<file path="src/rtl/bsc_pkg.sv">
// Shared definitions for the barrel_shift_ctrl block: FSM state encoding,
// operation encoding and the default datapath width.
package bsc_pkg;

  localparam int BSC_WIDTH = 8;

  typedef enum logic [1:0] {
    ST_IDLE = 2'd0,
    ST_RUN  = 2'd1,
    ST_DONE = 2'd2
  } state_t;

  localparam logic OP_SHL = 1'b0;
  localparam logic OP_ROL = 1'b1;

endpackage

</file>
<file path="src/rtl/shift_step.sv">
// One-position left shift (zero fill) or left rotate of a WIDTH-bit word.
// Purely combinational; used as the per-cycle step of the iterative engine.
module shift_step
  import bsc_pkg::*;
#(
  parameter int WIDTH = BSC_WIDTH
) (
  input  logic [WIDTH-1:0] data,
  input  logic             op,
  output logic [WIDTH-1:0] result
);

  logic fill;

  // NOTE: every signal assigned in always_comb gets a default first, so no
  // path through the block can leave it unassigned and infer a latch.
  always_comb begin
    fill = 1'b0;
    case (op)
      OP_SHL:  fill = 1'b0;
      OP_ROL:  fill = data[WIDTH-1];
      default: fill = 1'b0;
    endcase
  end

  assign result = {data[WIDTH-2:0], fill};

endmodule

</file>
<file path="src/rtl/barrel_shift_ctrl.sv">
// Two-requester round-robin front end for a shared left shift/rotate engine.
// Define BSC_SINGLE_CYCLE_EN to compute the full shift at accept (1-cycle latency).
module barrel_shift_ctrl
  import bsc_pkg::*;
#(
  parameter int WIDTH = BSC_WIDTH,
  parameter int AMT_W = $clog2(WIDTH)
) (
  input  logic             clk,
  input  logic             rst,
  input  logic             req0_valid,
  output logic             req0_ready,
  input  logic [WIDTH-1:0] req0_data,
  input  logic [AMT_W-1:0] req0_amt,
  input  logic             req0_op,
  input  logic             req1_valid,
  output logic             req1_ready,
  input  logic [WIDTH-1:0] req1_data,
  input  logic [AMT_W-1:0] req1_amt,
  input  logic             req1_op,
  output logic             resp_valid,
  input  logic             resp_ready,
  output logic [WIDTH-1:0] resp_data,
  output logic             resp_id,
  output logic             busy
);

  state_t           state;
  state_t           state_nxt;
  logic             last;
  logic             id_q;
  logic [WIDTH-1:0] work;

  logic             gnt_id;
  logic             accept;
  logic [WIDTH-1:0] acc_data;
  logic [AMT_W-1:0] acc_amt;
  logic             acc_op;
  logic [WIDTH-1:0] load_data;

  // Ties go to the requester that was not served last.
  assign gnt_id   = (req0_valid && req1_valid) ? ~last : req1_valid;
  assign acc_data = gnt_id ? req1_data : req0_data;
  assign acc_amt  = gnt_id ? req1_amt  : req0_amt;
  assign acc_op   = gnt_id ? req1_op   : req0_op;
  assign accept   = (req0_valid && req0_ready) || (req1_valid && req1_ready);

`ifdef BSC_SINGLE_CYCLE_EN
  logic [WIDTH-1:0] full;

  // Log-stage cascade: stage s applies a fixed shift of 2**s when amt[s] is set.
  always_comb begin
    full = acc_data;
    for (int s = 0; s < AMT_W; s++) begin
      if (acc_amt[s]) begin
        if (acc_op == OP_ROL)
          full = (full << (1 << s)) | (full >> (WIDTH - (1 << s)));
        else
          full = full << (1 << s);
      end
    end
  end

  assign load_data = full;
`else
  logic [AMT_W-1:0] cnt;
  logic             op_q;
  logic [WIDTH-1:0] step_out;

  shift_step #(.WIDTH(WIDTH)) u_step (
    .data   (work),
    .op     (op_q),
    .result (step_out)
  );

  assign load_data = acc_data;
`endif

  // NOTE: sequential state is updated with non-blocking assignments only, so
  // every register samples pre-edge values regardless of block ordering.
  always_ff @(posedge clk or posedge rst) begin
    if (rst) state <= ST_IDLE;
    else     state <= state_nxt;
  end

  always_comb begin
    state_nxt = state;
    case (state)
      ST_IDLE: begin
        if (accept) begin
`ifdef BSC_SINGLE_CYCLE_EN
          state_nxt = ST_DONE;
`else
          state_nxt = (acc_amt != '0) ? ST_RUN : ST_DONE;
`endif
        end
      end
      ST_RUN: begin
`ifdef BSC_SINGLE_CYCLE_EN
        state_nxt = ST_DONE;
`else
        if (cnt == AMT_W'(1)) state_nxt = ST_DONE;
`endif
      end
      ST_DONE: begin
        if (resp_ready) state_nxt = ST_IDLE;
      end
      default: state_nxt = ST_IDLE;
    endcase
  end

  always_comb begin
    busy       = (state != ST_IDLE);
    resp_valid = (state == ST_DONE);
    req0_ready = (state == ST_IDLE) && req0_valid && !gnt_id;
    req1_ready = (state == ST_IDLE) && req1_valid &&  gnt_id;
    resp_data  = work;
    resp_id    = id_q;
  end

  // NOTE: datapath registers are reset too, because resp_data/resp_id are
  // visible outputs with defined reset values.
  always_ff @(posedge clk or posedge rst) begin
    if (rst) begin
      work <= '0;
      id_q <= 1'b0;
      last <= 1'b1;
`ifndef BSC_SINGLE_CYCLE_EN
      cnt  <= '0;
      op_q <= OP_SHL;
`endif
    end else if (accept) begin
      work <= load_data;
      id_q <= gnt_id;
      last <= gnt_id;
`ifndef BSC_SINGLE_CYCLE_EN
      cnt  <= acc_amt;
      op_q <= acc_op;
`endif
    end
`ifndef BSC_SINGLE_CYCLE_EN
    else if (state == ST_RUN) begin
      work <= step_out;
      cnt  <= cnt - AMT_W'(1);
    end
`endif
  end

endmodule

</file>
<file path="config.mk">
export PLATFORM = sky130hd
export DESIGN_NAME = barrel_shift_ctrl
export DESIGN_NICKNAME = d
export VERILOG_FILES = /design/src/rtl/bsc_pkg.sv /design/src/rtl/shift_step.sv /design/src/rtl/barrel_shift_ctrl.sv
export SDC_FILE = /design/constraint.sdc
export NUM_CORES = 1
export LEC_CHECK = 0
export ABC_AREA = 1
export BUFFER_PORTS_ARGS = -buffer_cell sky130_fd_sc_hd__buf_4
export CAP_MARGIN = 20
export CORE_UTILIZATION = 43
export DETAILED_ROUTE_END_ITERATION = 10
export GPL_TIMING_DRIVEN = 1
export PLACE_DENSITY_LB_ADDON = 0.15
export SKIP_CTS_REPAIR_TIMING = 1
export SYNTH_ARGS = -nofsm -noshare
export SYNTH_HDL_FRONTEND = slang
export SYNTH_SLANG_ARGS = --single-unit
</file>
<file path="constraint.sdc">
create_clock -name clk -period 1.3 [get_ports clk]
set_input_delay 0.065 -clock clk [delete_from_list [all_inputs] [get_ports clk]]
set_output_delay 0.065 -clock clk [all_outputs]
set_load 0.01 [all_outputs]
</file>
==> results of run 1 <==
==> metrics by stage <==
stage	area, um2	total power [W]	util [%]	setup TNS [ns]
finish	1715	0.003737	74.67	-1.343
global route	1715	0.003993	74.67	-2.273
CTS	1463	0.003092	63.67	-0.4512
detailed placement	1426	0.002748	62.09	-0.005945
global placement	1426	0.002697	62.09	0
floorplan	1096	0.002212	-	0
==> layout make-up <==
class                   count  share of cell area, %
flip-flops and latches     16                  23.41
clock buffers               4                  2.115
multi-input cells         112                  40.04
inverters                  17                  4.303
repair buffers             59                  28.08
well taps                  28                  2.042
==> worst reg2reg max path: cells and delay by family, from the launching register on <==
family,cells,cell delay (ns)
buffers and inverters,1,0.12
flip-flops,1,0.56
AND/OR/NAND/NOR,6,0.71
==> routing by layer <==
layer / GRT usage, % / vias up / wire (um)
met3: 4.348 / 10 / 235
met2: 35.86 / 57 / 1632
met1: 27.72 / 553 / 1263
met5: 0 / - / 0
met4: 6.579 / 0 / 61
li1: - / 588 / -
==> cells in the final DEF, fill, tap and decap left out, drive strengths merged <==
master,Yosys,final
a21oi,1,1
buf,4,58
clkbuf,0,4
clkinv,0,1
dfrtp,15,15
dfstp,1,1
dlygate4sd3,0,1
ha,2,2
inv,17,16
nand2,59,60
nand3,30,30
nand3b,1,1
nand4,1,1
nor2,9,10
o211ai,1,1
o21ai,3,3
or2,2,2
xor2,1,1
==> flip-flops by register name, indices dropped and copies added (netlist names) <==
name	count
cnt	3
resp_data	8
last	1
resp_id	1
op_q	1
state	2
==> power by group <==
part | switching (W) | leakage [nW] | internal [W]
logic | 0.00132 | 0.733 | 0.00110
clock network | 0.000179 | 0.0210 | 0.000171
registers | 0.000212 | 0.196 | 0.000756
==> cell families (layout without fill, tap and decap cells) <==
family                     Yosys count  in the layout  synth area share [%]
DFF                                 16             16                 36.64
adders and majority gates            2              2                 2.283
and+or+nand+nor                    102            104                 46.46
AOI/OAI and AO/OA                    5              5                 2.967
buffers and inverters               21             80                 10.84
xor gates and xnor gates             1              1                0.7992
==> how the worst max path moves through the flow <==
stage               start      endpoint  slack, ns  cells after the start
floorplan            last  resp_data[3]       0.02                      8
global placement     last  resp_data[3]       0.03                      6
detailed placement   last  resp_data[3]     -0.006                      6
CTS                  last    req0_ready      -0.17                      5
global route         last  resp_data[7]      -0.20                      7
finish               last  resp_data[7]      -0.15                      7
==> results.md, run 1 <==
* Status: finished, violations left
* Violated checks: negative setup slack
* Mapped Cells at between 100 and 150
* Number of max-cap violations at 0
* Clock root buffer: clkbuf_4
* CP Launch Type: register
* Initial DRC Count at 38
* Reg2reg start: last
* Die height at approximately 52 um
* Initial Util at 47.71%
* Max stage delay cell, worst path: dfstp_2
* Drt pass-1 iters at 4
* Pins Over Slew Limit at 0
* Hold depth at 3
* Drt total wl at approximately 3200 um
* Area of the multi-input gates at between 600 and 700 um2
* Slew @ Worst Pin at 0.6289 ns
* TritonCTS buffer count at 3
* Post-synth top area share at between 30% and 40%
* Flops & latches, synth at 16
* Drt wl/cell at around 14 um
* Number of global-route vias before repair at 1,019
* # fillers at approximately 170
* WP data required at 1.54 ns
* Area grow syn2layout at 56.51%
* IO buf count at 41
* Clk buf depth at 2
* Final Skew at around 0.0028 ns
* Rows at 17
* H-tree level count at 1
* Dpl hpwl at 2038 um
* I/O Pins at 42
* Post-Syn Nets at about 180
* Clock slew at reported path FFs at 0.11 ns
* Ys async rst share at 100.0%
* Post-synth cell types at 26
* Die X at about 52 um
* Synth area leaders: dfrtp_1, nand2_1, nand3_1
* Grt total ovfl at 0
* Crit path max-delay family: simple AND/OR/NAND/NOR gates
* Max_slew headroom at between 50% and 60%
* Worst path most repeated cell: nand3_1
* Tot GR Track Use at 21.51%
* PD cells at 2178 nW/um2
* DRC violations left at 0
* Setup CP Type: reg2reg
* Clk_lat worst skew at about 0.29 ns
* Placer Congestion at roughly 0.86
* Mapped Area at ~1100 um2
* # setup viols final at 14
* Worst Hold Launch: req0_op
* Vias at ~1,200
* Final net count at 240
* Static Leak at between 0.9 and 1 nW
* Fin cells at 236
* Tcrit/Tclk final at 111.3%
* Hold Path End: op_q
* Area taken by flip-flops and latches at about 400 um2
* Setup ws final at -0.1463 ns
* Leading area contributor after synthesis: dfrtp_1
* CP bufs+invs at 1
* Final ANT Viol Nets at 0
* RSZ-0062 raised after global routing: true
* First-pass GRT wire length at about 4300 um
* R2R depth at 7
* Crit-path max FO at 7
* Peak Freq at between 0.6 and 0.7 GHz
* Placed Cells at 217
* Register area share after synthesis at between 30 and 40%
* Synth warn at 0
* Most used DFF post-synth: dfrtp_1
* Post-Syn Area per Cell at 7.456 um2
* Core Area at 2297 um2
* Cell-by-cell trace of the critical path: nand2_2 > nand2_4 > nor2_8 > buf_12 > nor2_4 > nand3_1 > nand3_1
* Via-per-instance ratio at 5.119
* Worst vdd ir at 1.300 mV
* CTS Sinks at 16
* Largest net degree at the start of global routing at 17
* Worst Hold Slack at around 0.014 ns
* Antenna violations before repair at 0
* Dominant cell by count in the synthesized netlist: nand2_1
* CP Data Arrival Time at roughly 1.7 ns
* Worst hold path type: in2reg
* Die ar. at around 2800 um2
* Worst slack, placed at -0.005537 ns
* Final min period at around 1.4 ns
* Worst R2R End: resp_data[7]
* R2r setup slk at -0.15 ns
* Share of layout cells above drive strength 1 at approximately 48%
* Post-synth top cells: nand2_1, nand3_1, dfrtp_1
* CTS tree: yes
* Worst Setup End Kind: register
* Final-report hold violation count at 0
* Antenna Cells at 0
* CP peak stage delay at between 0.5 and 0.6 ns
* EDFF count, synth at 0
No activity file was read; power rests on OpenSTA's default activity.
==> inputs of run 2 (changes only) <==
CORE_UTILIZATION = 45   (was 43)
clock period = 1.5 ns   (was 1.3 ns; I/O delays follow)
==> run 2 against run 1 <==
Effect of this change:
- the run now ends clean
- worst hold slack improved by 0.018 ns
- flip-flop and latch count unchanged
- final cell count decreased by 6.8%
- critical endpoint is now req0_ready
==> results.md, run 2 (same netlist as run 1, synthesis figures left out) <==
* Area of the multi-input gates at 589.3 um2 (-14%)
* Area taken by flip-flops and latches at 401.6 um2 (unchanged)
* Sw power at 0.001213 W (-29%)
* Share of layout cells above drive strength 1 at 32.81% (-15 points)
* Combinational Power Share at 59.0% (-5.7 points)
* CP Launch Type: register
* Peak Freq at roughly 0.70 GHz
* I/O Pins at 42 (unchanged)
* CTS tree: yes
* Final Skew at 0.006932 ns (+0.004159 ns)
* Max_slew headroom at 58.23% (+0.20 points)
* Pins Over Slew Limit at 0 (unchanged)
* Worst Setup End Kind: output port
* CTS Sinks at 16 (unchanged)
* Rows at 17 (unchanged)
* Largest net degree at the start of global routing at 17 (unchanged)
* WP data required at 1.42 ns (-0.12 ns)
* Clock share of power at 9.4% (about the same)
* Initial Util at 48.61% (+0.90 points)
* Status: completed
* Vias at 1,114 (-7.8%)
* DRC violations left at 0 (unchanged)
* CP bufs+invs at 2 (+1)
* PD cells at 1787 nW/um2 (-18%)
* Reg power frac at 31.6% (+5.7 points)
* Final ANT Viol Nets at 0 (unchanged)
* Grt total ovfl at 0 (unchanged)
* Via-per-instance ratio at 5.064 (-1.1%)
* Fin cells at 220 (-6.8%)
* Commonest non-fill, non-tap cell in the layout: nand2_1
* Clk buf depth at 2 (unchanged)
* Dpl hpwl at 1963 um (-3.7%)
* Tcrit/Tclk final at ~95%
* Max reg flops at 8 (unchanged)
* Die X at 51.35 um (-2.2%)
* Setup ws final at 0.06816 ns (+0.2145 ns)
* H-tree level count at 1 (unchanged)
* Worst slack, placed at 0.09586 ns (+0.1014 ns)
* Core Area at 2255 um2 (-1.9%)
* Clock slew at reported path FFs at 0.09 ns (-0.02 ns)
* Sw frac at 46.38% (+0.65 points)
* Setup CP Type: reg2out
* Clock root buffer: clkbuf_4
* Internal power at 0.001403 W (-31%)
* Cell-by-cell trace of the critical path: nand2_4 > nand2_8 > inv_4 > nor2_1 > buf_4
* Number of max-cap violations at 0 (unchanged)
* CP Data Arrival Time at 1.36 ns (-0.32 ns)
* IO buf count at 41 (unchanged)
* Tot GR Track Use at 22.24% (+0.73 points)
* Clk_lat worst skew at 0.29 ns (about the same)
* Final-report hold violation count at 0 (unchanged)
* Drt wl/cell at 12.11 um (-10%)
* Die height at 51.35 um (-2.2%)
* Antenna Cells at 0 (unchanged)
* Worst vdd ir at 1.082 mV (-17%)
* Setup total negative slack at 0 ns (+1.343 ns)
* First-pass GRT wire length at 4347 um (+0.32%)
* Number of global-route vias before repair at 973 (-4.5%)
* RSZ-0062 raised after global routing: false
* CP peak stage delay at 0.57 ns (about the same)
* Area grow syn2layout at 33.56%
* Die ar. at 2637 um2 (-4.3%)
* Worst hold path type: in2reg
* Crit-path max FO at 10 (+3)
* Slew @ Worst Pin at 0.6259 ns (-0.002947 ns)
* # fillers at 221 (+28%)
* Final min period at roughly 1.4 ns
* Initial DRC Count at 22 (-42%)
* Antenna violations before repair at 0 (unchanged)
* Placer Congestion at 0.8030 (-7.1%)
* # setup viols final at 0 (-14)
* Max stage delay cell, worst path: dfstp_2
* Placed Cells at 213 (-1.8%)
* Drt total wl at 2664 um (-17%)
* Crit path max-delay family: flip-flops
* Static Leak at 0.8264 nW (-13%)
* TritonCTS buffer count at 3 (unchanged)
* Final net count at 224 (-6.7%)
* Most frequent cells in the layout: nand2_1, buf_4, nand3_1, dfrtp_1, inv_1
* Drt pass-1 iters at 4 (unchanged)
==> run 2: changes by cell type in the layout (fill, tap and decap cells not counted), moves of 2 or more <==
cell	previous run	this run
buf_6	3	0
nand3_1	18	29
nor2_1	3	5
nand3_2	11	1
nand2_2	5	0
nor2_2	2	0
nand2_1	51	55
buf_12	2	0
buf_4	53	44
==> run 2: worst min-delay path, cell delays in order <==
cell	delay, ns
buf_4	0.08
o211ai_2	0.08
nand2_1	0.06
==> run 2: cell type report <==
cell class / instances / area share, %
Multi-Input combinational cell: 110 / 40.26
Sequential cell: 16 / 27.44
Timing Repair Buffer: 45 / 23.25
Inverter: 17 / 4.872
Tap cell: 28 / 2.393
Clock buffer: 4 / 1.795
==> run 2: power groups by stage <==
stage          clock (W)  sequential (W)  combinational, W
5_1_grt         0.000271        0.000859           0.00172
2_1_floorplan          0        0.000840           0.00108
3_3_place_gp           0        0.000821           0.00147
3_5_place_dp           0        0.000825           0.00151
6_report        0.000247        0.000827           0.00154
4_1_cts         0.000252        0.000819           0.00152
==> run 2: worst paths after layout <==
kind	slack, ns	startpoint	endpoint	depth (start not counted)
min in group asynchronous	0.41	rst	resp_data[6]	3
hold reg to reg	0.49	last	last	2
setup reg to reg	0.08	last	state[1]	9
setup / recovery	0.07	last	req0_ready	5
max in group asynchronous	0.68	rst	op_q	3
hold / removal	0.03	req0_op	op_q	3
==> run 2: through the flow <==
stage               util, %  instance area [um2]  power (W)  hold slack [ns]
global route          64.93                 1464   0.002855          0.03607
CTS                   63.10                 1423   0.002587          -0.1259
detailed placement    61.93                 1396   0.002339           0.1947
global placement      61.93                 1396   0.002289           0.2005
finish                64.93                 1464   0.002616          0.03178
floorplan                 -                 1096   0.001917         -0.01198
==> run 2: routing by layer <==
metal | vias up | share of wire, % | routed length, um | GRT usage, %
met5 | - | 0 | 0 | 0
met4 | 0 | 1.1 | 28 | 4.955
met3 | 4 | 4.8 | 128 | 5.655
met2 | 34 | 50 | 1341 | 37.06
met1 | 519 | 44 | 1165 | 28.89
li1 | 557 | - | - | -
